<file path="src/rtl/wb_sdram_arbiter.sv">
// wb_sdram_arbiter: two-master, one-slave Wishbone classic arbiter that shares
// the single SDRAM controller port. Master 0 is the instruction bus and
// master 1 is the data bus.
// Arbitration is round-robin. A grant is held for the whole cyc of the winning
// master. A bus watchdog ends a hung slave access with err.
//
// Ports
//   clock, reset         single clock, synchronous active-high reset
//   m0_* / m1_*          master ports (adr, dat, sel, we, cyc, stb in;
//                        dat, ack, err out)
//   s_*_o                slave request, muxed combinationally from the granted master
//   s_dat_i/ack_i/err_i  slave response, routed back to the granted master
module wb_sdram_arbiter #(
    parameter int unsigned AW             = 32,
    parameter int unsigned DW             = 32,
    parameter int unsigned TIMEOUT_CYCLES = 255
) (
    input  logic            clock,
    input  logic            reset,

    input  logic [AW-1:0]   m0_adr_i,
    input  logic [DW-1:0]   m0_dat_i,
    input  logic [DW/8-1:0] m0_sel_i,
    input  logic            m0_we_i,
    input  logic            m0_cyc_i,
    input  logic            m0_stb_i,
    output logic [DW-1:0]   m0_dat_o,
    output logic            m0_ack_o,
    output logic            m0_err_o,

    input  logic [AW-1:0]   m1_adr_i,
    input  logic [DW-1:0]   m1_dat_i,
    input  logic [DW/8-1:0] m1_sel_i,
    input  logic            m1_we_i,
    input  logic            m1_cyc_i,
    input  logic            m1_stb_i,
    output logic [DW-1:0]   m1_dat_o,
    output logic            m1_ack_o,
    output logic            m1_err_o,

    output logic [AW-1:0]   s_adr_o,
    output logic [DW-1:0]   s_dat_o,
    output logic [DW/8-1:0] s_sel_o,
    output logic            s_we_o,
    output logic            s_cyc_o,
    output logic            s_stb_o,
    input  logic [DW-1:0]   s_dat_i,
    input  logic            s_ack_i,
    input  logic            s_err_i
);

    localparam int unsigned SW      = DW / 8;
    localparam bit          WD_ON   = (TIMEOUT_CYCLES != 0);
    // A width of at least 1 keeps the counter declarable when the watchdog is disabled.
    localparam int unsigned CW      = WD_ON ? $clog2(TIMEOUT_CYCLES + 1) : 1;
    localparam int unsigned FIRE_AT = WD_ON ? TIMEOUT_CYCLES - 1 : 0;
    localparam logic [CW-1:0] FIRE_CNT = CW'(FIRE_AT);

    typedef enum logic [1:0] {
        IDLE = 2'd0,
        GNT0 = 2'd1,
        GNT1 = 2'd2
    } state_t;

    state_t        state_q, state_d;
    logic          last_grant_q, last_grant_d;
    logic [CW-1:0] wd_cnt_q, wd_cnt_d;

    logic          gnt0, gnt1;
    logic          raw_stb;
    logic          wd_wait;
    logic          wd_fire;

    // State, fairness bit and watchdog counter.
    always_ff @(posedge clock) begin
        if (reset) begin
            state_q      <= IDLE;
            last_grant_q <= 1'b1;
            wd_cnt_q     <= '0;
        end else begin
            state_q      <= state_d;
            last_grant_q <= last_grant_d;
            wd_cnt_q     <= wd_cnt_d;
        end
    end

    // Bus mux, response routing and watchdog. Reset gates everything so that
    // an ack pending at reset is never delivered.
    always_comb begin
        gnt0     = 1'b0;
        gnt1     = 1'b0;
        raw_stb  = 1'b0;
        wd_wait  = 1'b0;
        wd_fire  = 1'b0;
        wd_cnt_d = '0;
        s_adr_o  = '0;
        s_dat_o  = '0;
        s_sel_o  = '0;
        s_we_o   = 1'b0;
        s_cyc_o  = 1'b0;
        s_stb_o  = 1'b0;
        m0_ack_o = 1'b0;
        m0_err_o = 1'b0;
        m1_ack_o = 1'b0;
        m1_err_o = 1'b0;
        m0_dat_o = s_dat_i;
        m1_dat_o = s_dat_i;

        gnt0 = (state_q == GNT0) && !reset;
        gnt1 = (state_q == GNT1) && !reset;

        if (gnt0) begin
            s_adr_o = m0_adr_i;
            s_dat_o = m0_dat_i;
            s_sel_o = SW'(m0_sel_i);
            s_we_o  = m0_we_i;
            s_cyc_o = m0_cyc_i;
            raw_stb = m0_stb_i;
        end else if (gnt1) begin
            s_adr_o = m1_adr_i;
            s_dat_o = m1_dat_i;
            s_sel_o = SW'(m1_sel_i);
            s_we_o  = m1_we_i;
            s_cyc_o = m1_cyc_i;
            raw_stb = m1_stb_i;
        end

        // Fire requires no ack in this cycle, so a late ack still wins.
        wd_wait = s_cyc_o && raw_stb && !s_ack_i && !s_err_i;
        wd_fire = WD_ON && wd_wait && (wd_cnt_q == FIRE_CNT);
        s_stb_o = raw_stb && !wd_fire;

        if (WD_ON && wd_wait && !wd_fire) begin
            wd_cnt_d = wd_cnt_q + CW'(1);
        end

        m0_ack_o = gnt0 && s_ack_i;
        m0_err_o = gnt0 && (s_err_i || wd_fire);
        m1_ack_o = gnt1 && s_ack_i;
        m1_err_o = gnt1 && (s_err_i || wd_fire);
    end

    // Round-robin grant FSM. A release hands over directly to a waiting master.
    always_comb begin
        state_d      = state_q;
        last_grant_d = last_grant_q;

        case (state_q)
            IDLE: begin
                if (m0_cyc_i && m1_cyc_i) begin
                    state_d = last_grant_q ? GNT0 : GNT1;
                end else if (m0_cyc_i) begin
                    state_d = GNT0;
                end else if (m1_cyc_i) begin
                    state_d = GNT1;
                end
            end
            GNT0: begin
                if (!m0_cyc_i) begin
                    state_d = m1_cyc_i ? GNT1 : IDLE;
                end
            end
            GNT1: begin
                if (!m1_cyc_i) begin
                    state_d = m0_cyc_i ? GNT0 : IDLE;
                end
            end
            default: begin
                state_d = IDLE;
            end
        endcase

        if (state_d == GNT0 && state_q != GNT0) begin
            last_grant_d = 1'b0;
        end else if (state_d == GNT1 && state_q != GNT1) begin
            last_grant_d = 1'b1;
        end
    end

endmodule

</file>
<file path="config.mk">
export PLATFORM = sky130hd
export DESIGN_NAME = wb_sdram_arbiter
export DESIGN_NICKNAME = d
export VERILOG_FILES = /design/src/rtl/wb_sdram_arbiter.sv
export SDC_FILE = /design/constraint.sdc
export NUM_CORES = 1
export LEC_CHECK = 0
export CORE_AREA = 2 2 122 124
export CTS_BUF_LIST = sky130_fd_sc_hd__clkbuf_8
export CTS_CLUSTER_DIAMETER = 30
export DETAILED_ROUTE_END_ITERATION = 10
export DIE_AREA = 0 0 124 126
export MAX_ROUTING_LAYER = met4
export SETUP_SLACK_MARGIN = 0.2
export SLEW_MARGIN = 10
export SYNTH_ARGS = -nofsm -noshare
export SYNTH_HDL_FRONTEND = slang
export SYNTH_SLANG_ARGS = --single-unit
</file>
<file path="constraint.sdc">
create_clock -name clock -period 1.6 [get_ports clock]
set_clock_uncertainty 0.1 [all_clocks]
set_input_delay 0.16 -clock clock [delete_from_list [all_inputs] [get_ports clock]]
set_output_delay 0.16 -clock clock [all_outputs]
set_load 0.05 [all_outputs]
</file>
==> flow_summary.json <==
{
  "run_status": "finished with violations",
  "violations": "setup timing",
  "instances_no_fill": 605,
  "die_w_um": 124,
  "worstSetupStartpointType": "flop",
  "core_area_um2": 14310,
  "endpoint_kind": "output pin",
  "muxShareOfSynthArea_pct": 0,
  "gp_congestion": 0.8010,
  "critical_path_class": "flop to output pin",
  "fillers": 1349,
  "yosysSeqAreaShare_pct": 12.08,
  "p_per_area_nw_per_um2": 354.6,
  "htreeDepth": 1,
  "setup_ws_ns": -0.2564,
  "synth_top_family_by_area": "compound AO/OA/AOI/OAI gates",
  "regArea_um2": 230.2,
  "clock_tree.root_cell": "clkbuf_8",
  "p_comb_share_pct": 73.2,
  "post-route-min-period_ns": 1.856,
  "hold_slack_ns": 0.2200,
  "cp_max_fo": 8,
  "netSwitchingFraction_pct": 35.86,
  "grt_pass1_wl_mm": 14.41,
  "power.share.clock_pct": 13.2,
  "grt_pass1_vias": 2692,
  "antenna_found_initial": 0,
  "cp_data_arrival_time_ns": 1.60,
  "clock.fmax_mhz": 538.7,
  "fin_nets": 602,
  "area_delta_synth_final_pct": 228.8,
  "clkTransAtPathRegs_ns": 0.05,
  "synth_top_area_share_pct": 33.15,
  "synth_ff_type": "dfxtp_1",
  "synth_fa_ha_area_share_pct": 1.373,
  "power.total_mw": 2.126,
  "busiest_layer": "met2",
  "min_period_over_period_pct": 116.0,
  "wl_per_cell_um": 17.27,
  "met2_usage_pct": 23.17,
  "initial_core_util_pct": 12.74,
  "maxSlewHeadroom_pct": 78.36,
  "synth-simple-area-share_pct": 12.42,
  "netlist_area_um2": 1823,
  "met1_usage_pct": 12.16,
  "grt_max_degree": 19,
  "drv_cap": 0,
  "cts_num_sinks": 11,
  "yosysUniqueCellTypes": 35,
  "clk_path_buf_depth": 2,
  "synth_largest_area_cell": "a22o_1",
  "vdd_drop_max_mv": 0.2561,
  "worstMarginPinSlew_ns": 0.3247,
  "cts_tree": "yes",
  "ant_nets": 0,
  "async_flop_share_pct": 0,
  "clock_latency_ns": 0.24,
  "switching_power_mw": 0.7622,
  "wl_mm": 10.45,
  "drive_gt1_share_pct": 56.77,
  "power.internal_mw": 1.364,
  "yosys_warnings": 0,
  "setup_viol_count_final": 80,
  "finalMaxSlewViolations": 0,
  "post-synth-top-count-cell": "a22o_1",
  "synth.area.top_cells": "a22o_1 33%, buf_4 26%, dfxtp_1 12%",
  "crit_required_ns": 1.34,
  "grt_use_total_pct": 12.14,
  "placedCellCount": 580,
  "drc": 0,
  "hp-class": "input pin to output pin",
  "synthesis.nets": 402,
  "p_leak_nw": 2.545,
  "ys_seq_elements": 11,
  "portBuffers": 220,
  "synth-edff-count": 0,
  "rsz0062_at_grt": "true",
  "dp_hpwl_mm": 8.016,
  "grt-ovfl-total": 0,
  "synth_xor_area_share_pct": 1.922,
  "synth_compound_area_share_pct": 39.40,
  "dieHeight_um": 126,
  "vias_per_cell": 4.154,
  "pin_count": 317,
  "multiInputGateArea_um2": 1768,
  "dr.pass1.iters": 4,
  "dp_slack_ns": -0.4315,
  "drtIter0Drc": 38,
  "core.rowCount": 44,
  "num_vias": 2513,
  "fp.dieArea_um2": 15620,
  "numCtsBuffers": 3,
  "ys_top_cells_by_count": "69 x a22o_1, 64 x buf_4, 16 x buf_2",
  "met3_usage_pct": 2.672,
  "hold_viol_final": 0,
  "seq_power_share_pct": 13.6,
  "n_antenna_cell": 0,
  "synth_cells": 222,
  "syn_area_per_cell_um2": 8.212
}
==> what timing repair did <==
item	4_1_cts	5_1_grt
pin swaps	13	12
gates resized for setup	46	26
endpoints found under the setup margin	83	83
hold buffers	0	0
buffers inserted	7	5
endpoints found under the hold margin	0	0
cloned	3	6
==> cell usage in the layout, fill, tap and decap left out, drive strengths merged, types with 2 or more instances in the layout <==
cell type        n
clkdlybuf4s50  143
buf            128
a22o            69
dfxtp           11
nor3             8
clkbuf           7
nand3            5
nor2             5
nand3b           5
inv              5
a21oi            5
xor2             3
nor2b            3
nor3b            2
and2             2
dlygate4sd2      2
ha               2
==> worst max-delay path, stage by stage, from the launching register on <==
cell and delay, ns:
dfxtp_4 0.36, nor3b_4 0.16, buf_6 0.16, buf_12 0.13, buf_16 0.14, a22o_4 0.25, buf_12 0.14
==> through the flow <==
stage | util, % | TNS (ns) | cell area, um^2
floorplan | - | -0.02034 | 2472
global placement | 37.22 | -25.32 | 5328
detailed placement | 37.22 | -28.23 | 5328
CTS | 40.01 | -16.44 | 5727
global route | 41.88 | -21.68 | 5995
finish | 41.88 | -16.91 | 5995
==> path summary, 6_finish.rpt <==
kind,start,endpoint,slack (ns),cells past startpoint
worst max-delay path,state_q[1]$_SDFF_PP0_,s_adr_o[11],-0.26,6
worst min-delay path,s_dat_i[28],m0_dat_o[28],0.22,0
worst max register to register,state_q[0]$_SDFF_PP0_,wd_cnt_q[7]$_SDFF_PP0_,-0.09,7
worst min register to register,wd_cnt_q[1]$_SDFF_PP0_,wd_cnt_q[1]$_SDFF_PP0_,0.45,2
==> power groups by stage <==
stage	combinational, mW	clock, mW	sequential, mW
6_report	1.56	0.281	0.288
5_1_grt	1.62	0.304	0.289
4_1_cts	1.51	0.288	0.288
3_5_place_dp	1.43	0	0.293
3_3_place_gp	1.42	0	0.292
2_1_floorplan	1.01	0	0.289
==> cells by family (layout without fill, tap and decap cells) <==
kind of cell               count (synthesis)  count (layout)
DFF                                       11              11
and+or+nand+nor                           35              35
adders and majority gates                  2               2
AOI/OAI and AO/OA                         84              84
xor gates and xnor gates                   4               4
buffers and inverters                     86             285
==> area by class of cell <==
type	instances	share of cell area, %
inverters	4	0.2922
well taps	184	3.841
multi-input cells	125	29.49
repair buffers	277	61.78
flip-flops and latches	11	3.841
clock inverters	1	0.06262
clock buffers	3	0.6888
==> state kept, by name, indices dropped and copies added, names as in the netlist <==
| register | count |
|---|---|
| last_grant_q | 1 |
| state_q | 2 |
| wd_cnt_q | 8 |
==> layer usage <==
layer	up-vias	routed length [um]
met5	-	0
met4	0	174
met3	25	986
met2	129	5667
met1	1185	3621
li1	1174	-
Note: power is estimated with default switching activity, not from simulation.
